### config.mk
export PLATFORM = sky130hd
export DESIGN_NAME = bcd_updown_display
export DESIGN_NICKNAME = d
export VERILOG_FILES = /design/src/rtl/bcd_updown_display.sv
export SDC_FILE = /design/constraint.sdc
export NUM_CORES = 1
export LEC_CHECK = 0
export CORE_MARGIN = 1
export CORE_UTILIZATION = 35
export CTS_BUF_LIST = sky130_fd_sc_hd__clkbuf_16
export CTS_CLUSTER_SIZE = 24
export DETAILED_ROUTE_END_ITERATION = 12
export GPL_ROUTABILITY_DRIVEN = 0
export SLEW_MARGIN = 5
export SYNTH_ARGS = -nofsm -noshare
export SYNTH_HDL_FRONTEND = slang
export SYNTH_SLANG_ARGS = --single-unit
### constraint.sdc
create_clock -name i_Clk -period 5.8 [get_ports i_Clk]
set_input_delay 1.16 -clock i_Clk [delete_from_list [all_inputs] [get_ports i_Clk]]
set_output_delay 1.16 -clock i_Clk [all_outputs]
set_load 0.05 [all_outputs]
### src/rtl/bcd_updown_display.sv
// Multi-digit up/down counter with seven-segment outputs.
// It includes switch debouncing and press-and-hold auto-repeat.
// Raw buttons are synchronised and then debounced.
// A repeat FSM for each direction issues step pulses.
// The digit chain applies those steps with carry or borrow.
// Count, wrap flag and segments are all driven from registers.
module bcd_updown_display #(
  parameter int NUM_DIGITS     = 2,
  parameter int HEX_MODE       = 0,
  parameter int DEBOUNCE_LIMIT = 250000,
  parameter int REPEAT_DELAY   = 12500000,
  parameter int REPEAT_PERIOD  = 2500000
) (
  input  logic                      i_Clk,
  input  logic                      i_Rst_L,
  input  logic                      i_Switch_Up,
  input  logic                      i_Switch_Down,
  output logic [4*NUM_DIGITS-1:0]   o_Count,
  output logic [7*NUM_DIGITS-1:0]   o_Segments,
  output logic                      o_Wrap
);

  localparam int DB_W    = (DEBOUNCE_LIMIT > 2) ? $clog2(DEBOUNCE_LIMIT) : 1;
  localparam int RPT_MAX = (REPEAT_DELAY > REPEAT_PERIOD) ? REPEAT_DELAY : REPEAT_PERIOD;
  localparam int RPT_W   = $clog2(RPT_MAX + 1);
  localparam logic [3:0] DIGIT_MAX = (HEX_MODE != 0) ? 4'hF : 4'h9;

  typedef enum logic [1:0] {
    ST_IDLE   = 2'd0,
    ST_DELAY  = 2'd1,
    ST_REPEAT = 2'd2
  } rpt_state_t;

  // Active-low glyphs, segment A in bit 0 through segment G in bit 6.
  function automatic logic [6:0] seg_decode(input logic [3:0] value);
    logic [6:0] seg;
    case (value)
      4'h0:    seg = 7'b1000000;
      4'h1:    seg = 7'b1111001;
      4'h2:    seg = 7'b0100100;
      4'h3:    seg = 7'b0110000;
      4'h4:    seg = 7'b0011001;
      4'h5:    seg = 7'b0010010;
      4'h6:    seg = 7'b0000010;
      4'h7:    seg = 7'b1111000;
      4'h8:    seg = 7'b0000000;
      4'h9:    seg = 7'b0010000;
      4'hA:    seg = 7'b0001000;
      4'hB:    seg = 7'b0000011;
      4'hC:    seg = 7'b1000110;
      4'hD:    seg = 7'b0100001;
      4'hE:    seg = 7'b0000110;
      4'hF:    seg = 7'b0001110;
      default: seg = 7'b1111111;
    endcase
    return seg;
  endfunction

  logic [1:0] raw_s;       // index 0 = up, 1 = down
  logic [1:0] deb_lvl_s;
  logic [1:0] step_s;
  logic       solo_s;      // exactly one debounced button held

  assign raw_s  = {i_Switch_Down, i_Switch_Up};
  assign solo_s = deb_lvl_s[0] ^ deb_lvl_s[1];

  for (genvar d = 0; d < 2; d++) begin : g_dir
    logic             meta_r;
    logic             sync_r;
    logic             deb_r;
    logic             deb_prev_r;
    logic [DB_W-1:0]  db_cnt_r;
    rpt_state_t       state_r;
    logic [RPT_W-1:0] tmr_r;
    logic             step_r;
    logic             press_s;

    assign press_s      = deb_r & ~deb_prev_r;
    assign deb_lvl_s[d] = deb_r;
    assign step_s[d]    = step_r;

    // Two-flop synchroniser for the asynchronous raw button
    always_ff @(posedge i_Clk or negedge i_Rst_L) begin
      if (!i_Rst_L) begin
        meta_r <= 1'b0;
        sync_r <= 1'b0;
      end else begin
        meta_r <= raw_s[d];
        sync_r <= meta_r;
      end
    end

    // Debouncer: flip the level only after a full run of stable mismatching samples
    always_ff @(posedge i_Clk or negedge i_Rst_L) begin
      if (!i_Rst_L) begin
        db_cnt_r   <= '0;
        deb_r      <= 1'b0;
        deb_prev_r <= 1'b0;
      end else begin
        deb_prev_r <= deb_r;
        if (sync_r == deb_r) begin
          db_cnt_r <= '0;
        end else if (db_cnt_r == DB_W'(DEBOUNCE_LIMIT - 1)) begin
          deb_r    <= ~deb_r;
          db_cnt_r <= '0;
        end else begin
          db_cnt_r <= db_cnt_r + 1'b1;
        end
      end
    end

    // Repeat FSM: step on press, then after the hold delay, then at each period
    always_ff @(posedge i_Clk or negedge i_Rst_L) begin
      if (!i_Rst_L) begin
        state_r <= ST_IDLE;
        tmr_r   <= '0;
        step_r  <= 1'b0;
      end else begin
        step_r <= 1'b0;
        if (!deb_r) begin
          state_r <= ST_IDLE;
          tmr_r   <= '0;
        end else begin
          case (state_r)
            ST_IDLE: begin
              if (press_s) begin
                state_r <= ST_DELAY;
                tmr_r   <= '0;
                step_r  <= 1'b1;
              end
            end
            ST_DELAY: begin
              if (!solo_s) begin
                tmr_r <= tmr_r;
              end else if (tmr_r == RPT_W'(REPEAT_DELAY - 1)) begin
                state_r <= ST_REPEAT;
                tmr_r   <= '0;
                step_r  <= 1'b1;
              end else begin
                tmr_r <= tmr_r + 1'b1;
              end
            end
            ST_REPEAT: begin
              if (!solo_s) begin
                tmr_r <= tmr_r;
              end else if (tmr_r == RPT_W'(REPEAT_PERIOD - 1)) begin
                tmr_r  <= '0;
                step_r <= 1'b1;
              end else begin
                tmr_r <= tmr_r + 1'b1;
              end
            end
            default: begin
              state_r <= ST_IDLE;
              tmr_r   <= '0;
            end
          endcase
        end
      end
    end
  end

  logic [4*NUM_DIGITS-1:0] count_nxt_s;
  logic                    wrap_nxt_s;

  // Next count: ripple carry or borrow across the digits; opposing steps cancel
  always_comb begin
    logic       carry;
    logic [3:0] dig;
    count_nxt_s = o_Count;
    wrap_nxt_s  = 1'b0;
    carry       = 1'b0;
    dig         = 4'h0;
    if (step_s == 2'b01) begin
      carry = 1'b1;
      for (int k = 0; k < NUM_DIGITS; k++) begin
        dig = o_Count[4*k +: 4];
        if (!carry) begin
          count_nxt_s[4*k +: 4] = dig;
        end else if (dig == DIGIT_MAX) begin
          count_nxt_s[4*k +: 4] = 4'h0;
        end else begin
          count_nxt_s[4*k +: 4] = dig + 4'h1;
          carry = 1'b0;
        end
      end
      wrap_nxt_s = carry;
    end else if (step_s == 2'b10) begin
      carry = 1'b1;
      for (int k = 0; k < NUM_DIGITS; k++) begin
        dig = o_Count[4*k +: 4];
        if (!carry) begin
          count_nxt_s[4*k +: 4] = dig;
        end else if (dig == 4'h0) begin
          count_nxt_s[4*k +: 4] = DIGIT_MAX;
        end else begin
          count_nxt_s[4*k +: 4] = dig - 4'h1;
          carry = 1'b0;
        end
      end
      wrap_nxt_s = carry;
    end else begin
      count_nxt_s = o_Count;
      wrap_nxt_s  = 1'b0;
    end
  end

  // Count and wrap-pulse registers
  always_ff @(posedge i_Clk or negedge i_Rst_L) begin
    if (!i_Rst_L) begin
      o_Count <= '0;
      o_Wrap  <= 1'b0;
    end else begin
      o_Count <= count_nxt_s;
      o_Wrap  <= wrap_nxt_s;
    end
  end

  // Segment registers, decoded from the registered count (one-cycle lag)
  always_ff @(posedge i_Clk or negedge i_Rst_L) begin
    if (!i_Rst_L) begin
      for (int k = 0; k < NUM_DIGITS; k++) begin
        o_Segments[7*k +: 7] <= 7'b1000000;
      end
    end else begin
      for (int k = 0; k < NUM_DIGITS; k++) begin
        o_Segments[7*k +: 7] <= seg_decode(o_Count[4*k +: 4]);
      end
    end
  end

endmodule

Word-level counts from Yosys, hierarchy flattened:

Memory sizes are Yosys's and may differ from the RTL's. A register that Yosys moved wholly into a read port is not among the register bits.
Cells that the tools add are included.

* $add $sub $neg: 8
* eq/ne operators: 27
* mux-type cells: 61
* bitwise gates (word level): 9
* reduce and logical (&&, ||, !) cells: 15

Operators by type and width (count)
* 2-to-1 mux 24 bit: 12
* case mux 24 bit (3 select lines): 2
* 2-to-1 mux 18 bit: 4
* adder 24 x 1 -> 24 bit (second input constant): 2
* == test 24 x 22 -> 1 bit (second input constant): 2
* == test 24 bit (second input constant): 2
* adder 18 x 1 -> 18 bit (second input constant): 2
* == test 18 bit (second input constant): 2
* 2-to-1 mux 4 bit: 6
* != test 3 bit (second input constant): 8
* 2-to-1 mux 1 bit: 23
* 2-to-1 mux 2 bit: 8
* 2-to-1 mux 8 bit: 2
* case mux 2 bit (3 select lines): 2
* AND reduction 3 bit: 3
* adder 4 x 1 -> 4 bit (second input constant): 2
* == test 4 bit (second input constant): 2
* logical NOT 4 bit: 2
* AND reduction 4 bit: 2
* subtractor 4 x 1 -> 4 bit (second input constant): 2
* == test 2 x 1 -> 1 bit (second input constant): 3
* == test 2 bit (second input constant): 3
* NOT 1 bit: 6
* case mux 1 bit (3 select lines): 2
* 9 further kinds: 16

* register bits after elaboration: 107
* ROM bits: 224
* input port bits: 4
* output and inout bits: 23
* logic and storage cells: 141
* memories kept: 2

Memories
* (no name shown): depth 16, width 7, rd ports 1, clocked after memory_dff 1, wr ports 0, line 37 `case (value)`
* (no name shown): depth 16, width 7, rd ports 1, clocked after memory_dff 1, wr ports 0, line 37

Depth between registers and ports, before layout:

Gate-level depths: netlist (run 1).

* depth in word-level cells: 7
* mapped depth: 8
* depth with buffers taken out: 7

Worst setup path after synthesis (run 1):

Ideal clock, no wire load.

* kind: register to register
* start: register o_Count[0]
* end: register o_Count[4]
* library setup time: 0.104 ns
* arrival: 2.362 ns
* required time: 5.696 ns
* path slack: 3.334 ns
* stages on the path, launching flop included: 9
* path buffers: 1
* period minus slack after synthesis: 2.466 ns
* cells stage by stage: dfrtp_1 > clkbuf_1 > inv_1 > ha_1 > nor2b_1 > nor3b_1 > o21bai_1 > o21ai_0 > a221oi_1

* cells in the longest elaborated chain, start to end: 6
* elaborated cells on any way between the ends: 10
* those cells by class: eq/ne: 2; mux: 5; reduce/logical: 3

Ends and longest elaborated chain
* start, declared: line 18 `output logic [4*NUM_DIGITS-1:0] o_Count,`
* start signal, assigned: line 214 `o_Count <= count_nxt_s;`
* logical NOT 4 bit: line 194 `end else if (dig == 4'h0) begin`
* 2-to-1 mux 1 bit: line 194
* 2-to-1 mux 1 bit: line 188 `end else if (step_s == 2'b10) begin`
* 2-to-1 mux 1 bit: line 174 `if (step_s == 2'b01) begin`
* nonzero test 2 bit (no source line)
* AND reduction 3 bit (no source line) (*)

Mark *: on every way between the ends. The rest lies on a longest branch, timed or not. The select of a mux whose other input is x is not followed.
A chain may end at the register's enable or synchronous reset.

Worst setup path in the final report (run 1):

* start: register o_Count[2]
* end: output o_Count[2]

No word-level cell between the ends.

==> results of run 1 <==
-- routing by layer --
| metal | GRT usage [%] | routed length, um | share of wire (%) | vias to the layer above |
|---|---|---|---|---|
| met3 | 2.83 | 432 | 3.1 | 19 |
| met1 | 20.6 | 6950 | 50 | 2540 |
| met2 | 23.3 | 6410 | 46 | 97 |
| li1 | - | - | - | 2628 |
| met5 | 0 | 0 | 0 | - |
| met4 | 7.07 | 252 | 1.8 | 0 |
-- path summary, 6_finish.rpt --
check | startpoint | endpoint | slack [ns] | depth (start not counted)
worst max-delay path | o_Count[2]$_DFFE_PN0P_ | o_Count[2] | 2.54 | 1
worst min-delay path | g_dir[0].meta_r$_DFF_PN0_ | g_dir[0].sync_r$_DFF_PN0_ | 0.35 | 0
worst max register to register | g_dir[1].tmr_r[6]$_DFFE_PN0P_ | g_dir[1].tmr_r[22]$_DFFE_PN0P_ | 2.80 | 5
worst min register to register | g_dir[0].meta_r$_DFF_PN0_ | g_dir[0].sync_r$_DFF_PN0_ | 0.35 | 0
max in group asynchronous | i_Rst_L | g_dir[0].tmr_r[16]$_DFFE_PN0P_ | 3.79 | 2
min in group asynchronous | i_Rst_L | g_dir[1].db_cnt_r[10]$_DFF_PN0_ | 0.85 | 1
-- sequential cells by signal, summed over array words and instances (netlist names) --
name              count
g_dir.meta_r          2
g_dir.deb_r           2
o_Count               8
g_dir.sync_r          2
o_Wrap                1
g_dir.tmr_r          48
g_dir.step_r          2
g_dir.state_r         4
g_dir.db_cnt_r       36
o_Segments           14
g_dir.deb_prev_r      2
-- Yosys cell counts (4+ instances only) --
cell type,count
clkbuf_1,28
ha_1,29
xnor2_1,27
or3_1,6
nand2_1,68
or4_1,6
mux2_2,4
nand2b_1,8
and3_1,12
a31oi_1,4
o211ai_1,8
nand3b_1,6
o311ai_1,6
dfrtp_1,119
nand3_1,38
nor2_1,66
inv_1,28
nor3_1,19
xor2_1,33
o21ai_0,28
and4_1,11
and2_1,8
nand4_1,19
nor2b_1,6
o2111ai_1,11
mux2i_1,5
nor4_1,11
o21ai_1,4
a21oi_1,40
-- power by group --
group          switching [uW]  total, uW  internal (uW)
Sequential               3.05        853            850
Combinational            22.2       27.6           5.45
Clock                     364       1020            658
Total                     389       1900           1510
-- cell type report --
cell class,instances,share of cell area (%)
Tap cell,260,4.16
Multi-Input combinational cell,539,45.0
Timing Repair Buffer,28,3.49
Sequential cell,121,38.8
Clock buffer,17,5.44
Inverter,28,1.34
Clock inverter,14,1.81
-- cell families after synthesis --
| logic type | synth area share [%] |
|---|---|
| DFF | 44.5 |
| AOI/OAI and AO/OA | 14.0 |
| buffers and inverters | 3.87 |
| and+or+nand+nor | 22.8 |
| muxes | 1.73 |
| adders and majority gates | 5.33 |
| xor gates and xnor gates | 7.71 |
-- per-stage QoR --
step | util, % | cells
finish | 41.4 | 1007
global placement | 38.4 | 976
floorplan | - | 722
CTS | 41.4 | 1007
global route | 41.4 | 1007
detailed placement | 38.4 | 976
==> flow_metrics.py, run 1 <==
metrics = {
    "run_status": {
        "run_status": "finished, final reports clean",
    },
    "synthesis": {
        "ys_ff_latch": 121,
        "synth_area_leaders": "dfrtp_1, ha_1, xor2_1",
        "avgSynthCellArea_um2": 9.44,
        "async_flop_share_pct": 100,
        "netlist_area_um2": 6810,
        "synth_ff_type": "dfrtp_1",
        "synth_cell_types": 68,
        "synth_top_area_share_pct": 43.7,
        "synth_edf_count": 0,
        "seq_area_frac_synth_pct": 44.5,
        "ys_warn_count": 0,
        "synth_nets": 755,
        "synth_top_area_cell": "dfrtp_1",
        "syn_inst": 722,
    },
    "place": {
        "place_area_um2": 7250,
        "pre_cts_ws_ns": 2.82,
        "io_buffers": 26,
        "place_hpwl_um": 9190,
    },
    "worst_hold_path": {
        "hold_class": "reg -> reg",
    },
    "clocking": {
        "ctsResizeCount": 0,
        "path_clk_slew_ns": 0.05,
        "cts.htree.levels": 4,
        "cts_tree": "yes",
        "cts_hold_buffers": 0,
        "tritoncts.num_buffers": 17,
        "cts.path.max_buffers": 2,
        "cts.sinks": 121,
        "clock_latency_ns": 0.42,
        "clk_root_buffer_cell": "clkbuf_16",
        "postCtsSetupBuffers": 0,
    },
    "flow_run": {
        "drv_cap": 0,
    },
    "detailed_routing": {
        "ant_nets": 0,
        "drcViolationCount": 0,
        "wl_per_cell_um": 13.9,
        "first_pass_iters": 6,
        "drt_iter0_drc": 348,
        "vias": 5284,
        "viasPerCell": 5.25,
        "totalWireLength_um": 14000,
    },
    "floorplan": {
        "die_area_um2": 20000,
        "ioPinCount": 27,
        "design.core.area_um2": 18900,
        "fp.dieH_um": 142,
        "row_count": 50,
        "initial_core_util_pct": 36.1,
        "fp.dieW_um": 142,
    },
    "timing": {
        "slew_viol_final": 0,
        "fin_crit_sh_pct": 56.3,
        "finalHoldViolCount": 0,
        "fin_skew_ns": 0.00704,
        "min_period_ns": 3.26,
        "setup_ws_ns": 2.54,
        "worst_slew_pin_slew_ns": 0.930,
        "max_freq_mhz": 306,
        "relSlewSlack_pct": 38.0,
        "setup_viol": 0,
        "final.setup.tns_ns": 0,
        "hold_ws_ns": 0.346,
        "rsz0062_at_grt": "false",
    },
    "power": {
        "power-per-cell-area_nw_per_um2": 243,
        "leakagePower_uw": 0.00313,
        "peakVddDrop_v": 0.000187,
        "power_uw": 1900,
    },
    "final_layout": {
        "mostFrequentLayoutCell": "dfrtp_1",
        "final_cell_area_um2": 7820,
        "fillers": 1849,
        "final_nets": 768,
        "multi_input_area_um2": 3520,
        "regArea_um2": 3030,
        "layout_common_cells": "dfrtp_1, nand2_1, nor2_1",
        "n_antenna_cell": 0,
        "area_growth_pct": 14.8,
        "drive_gt1_share_pct": 5.35,
    },
    "worst_setup_path": {
        "cp_cell_sequence": "clkdlybuf4s50_1",
        "worstPathMaxFanout": 24,
        "cp-start-kind": "register",
        "critPathRequiredTime_ns": 4.64,
        "crit_path_max_incr_delay_ns": 0.93,
        "end_kind": "output port",
        "worst_ep_arrival_time_ns": 2.10,
        "cp_slowest_cell": "clkdlybuf4s50_1",
        "worst-path-buf-inv": 1,
        "path_delay_family": "buffers and inverters",
        "critPathKind": "reg -> out",
    },
    "global_route": {
        "grt_pass1_wl_um": 24500,
        "antenna_found_initial": 0,
        "grt_max_degree": 74,
        "first_global_vias": 4995,
        "grt.total_usage_pct": 15.1,
        "grt-ovfl-total": 0,
    },
}
Note: power is estimated with default switching activity, not from simulation.
==> run 2, diff against run 1 <==
clock period = 3.25 ns   (was 5.8 ns; I/O delays follow)
==> run 2 against run 1 <==
  * Critical path depth stayed put
  * Cell area is 1.4% higher
  * Power up 79%
  * Register-to-register slack worse by 2.2 ns
  * Critical endpoint is now o_Count[3]
  * Flip-flop and latch count did not move
  * Sequential share of layout area fell by 0.52 points
  * Highest routed layer unchanged
==> flow_metrics.py, run 2 (synthesis results as in run 1) <==
metrics = {
    "clocking": {
        "clk_root_buffer_cell": "clkbuf_16",
        "tritoncts.num_buffers": 17,
        "cts.htree.levels": 4,
        "path_clk_slew_ns": 0.06,
        "cts.path.max_buffers": 2,
        "postCtsSetupBuffers": 0,
        "ctsResizeCount": 0,
        "cts.sinks": 121,
        "cts_hold_buffers": 0,
        "cts_tree": "yes",
        "clock_latency_ns": 0.42,
    },
    "final_layout": {
        "final_nets": 781,
        "area_growth_pct": 16.3,
        "final_cell_area_um2": 7930,
        "layout_common_cells": "dfrtp_1, nand2_1, nor2_1",
        "drive_gt1_share_pct": 6.98,
        "largestRegisters": "g_dir.tmr_r x48, g_dir.db_cnt_r x36, o_Segments x14",
        "utilization_pct": 42.0,
        "mostFrequentLayoutCell": "dfrtp_1",
        "largest_reg_flops": 48,
        "n_antenna_cell": 0,
        "finalNonFillerCells": 1019,
        "largest_register": "g_dir.tmr_r",
        "fillers": 1841,
    },
    "floorplan": {
        "row_count": 50,
        "design.core.area_um2": 18900,
        "initial_core_util_pct": 36.1,
        "die_area_um2": 20000,
        "ioPinCount": 27,
        "fp.dieW_um": 142,
        "fp.dieH_um": 142,
    },
    "worst_setup_path": {
        "path_delay_family": "buffers and inverters",
        "end_kind": "output port",
        "critPathRequiredTime_ns": 2.60,
        "worstPathMaxFanout": 20,
        "cp_slowest_cell": "clkdlybuf4s50_1",
        "critPathKind": "reg -> out",
        "crit_path_max_incr_delay_ns": 0.91,
        "worst_ep_arrival_time_ns": 2.03,
        "cp-start-kind": "register",
        "cp_cell_sequence": "clkdlybuf4s50_1",
        "worst-path-buf-inv": 1,
    },
    "power": {
        "internal-power_uw": 2700,
        "p_sw_uw": 699,
        "p_sw_share_pct": 20.5,
        "clkPwrFrac_pct": 53.7,
        "power.share.sequential_pct": 44.8,
        "peakVddDrop_v": 0.000212,
        "leakagePower_uw": 0.00319,
        "power-per-cell-area_nw_per_um2": 429,
        "pwr-share-comb_pct": 1.5,
    },
    "detailed_routing": {
        "wl_per_cell_um": 13.7,
        "viasPerCell": 5.25,
        "drcViolationCount": 0,
        "drt_iter0_drc": 421,
        "first_pass_iters": 5,
        "totalWireLength_um": 14000,
        "ant_nets": 0,
        "vias": 5348,
    },
    "timing": {
        "worst_slew_pin_slew_ns": 0.894,
        "fin_crit_sh_pct": 82.6,
        "finalHoldViolCount": 0,
        "fin_skew_ns": 0.00747,
        "rsz0062_at_grt": "false",
        "relSlewSlack_pct": 39.6,
        "min_period_ns": 2.68,
        "setup_viol": 0,
        "final.setup.tns_ns": 0,
        "max_freq_mhz": 373,
        "slew_viol_final": 0,
    },
    "place": {
        "place_area_um2": 7360,
        "place_hpwl_um": 9600,
        "dp.cells": 989,
        "io_buffers": 26,
    },
    "global_route": {
        "grt_pass1_wl_um": 24400,
        "antenna_found_initial": 0,
        "first_global_vias": 4962,
        "grt_max_degree": 57,
        "grt.total_usage_pct": 15.2,
        "grt-ovfl-total": 0,
    },
    "run_status": {
        "run_status": "finished, final reports clean",
    },
    "worst_hold_path": {
        "hold_class": "in -> async",
    },
    "flow_run": {
        "drv_cap": 0,
    },
}
[run 2: changes by cell type in the layout (fill, tap and decap cells not counted), sizes merged]
cell,change
buf,+13
clkinv,+1
inv,-2
[run 2: area by class of cell]
type,instances,area [um2],share of cell area (%)
clock buffers,17,425,5.37
clock inverters,13,138,1.74
inverters,28,105,1.33
multi-input cells,539,3520,44.4
flip-flops and latches,121,3030,38.2
well taps,260,325,4.10
repair buffers,41,383,4.83
[run 2: layer usage]
layer	track usage, %	share of wire [%]	vias to the layer above
li1	-	-	2660
met1	21.0	49	2550
met2	23.2	45	119
met3	2.83	4.1	19
met4	6.62	1.8	0
met5	0	0	-
[run 2: final timing paths]
check,startpoint,endpoint,slack [ns],depth (start not counted)
hold / removal,i_Rst_L,g_dir[1].db_cnt_r[13]$_DFF_PN0_,0.21,1
setup reg to reg,g_dir[0].tmr_r[6]$_DFFE_PN0P_,g_dir[0].tmr_r[15]$_DFFE_PN0P_,0.57,6
min in group i_Clk,g_dir[0].meta_r$_DFF_PN0_,g_dir[0].sync_r$_DFF_PN0_,0.35,0
hold reg to reg,g_dir[0].meta_r$_DFF_PN0_,g_dir[0].sync_r$_DFF_PN0_,0.35,0
setup / recovery,o_Count[3]$_DFFE_PN0P_,o_Count[3],0.57,1
max in group asynchronous,i_Rst_L,o_Segments[13]$_DFF_PN1_,2.29,2
[run 2: power groups by stage]
stage | clock network (uW) | registers [uW] | logic, uW
after floorplan | 0 | 1550 | 15.1
after global placement | 0 | 1550 | 55.9
after detailed placement | 0 | 1550 | 56.1
after CTS | 1870 | 1520 | 56.4
after global routing | 1940 | 1520 | 63.7
final | 1830 | 1520 | 52.5
[run 2: stage by stage]
stage                     hold WS [ns]  power (uW)  setup WS [ns]
after floorplan                  0.331        1560          0.784
after global placement           0.334        1600          0.635
after detailed placement         0.337        1600          0.587
after CTS                        0.224        3450          0.565
after global routing             0.257        3520          0.436
final                            0.207        3400          0.566
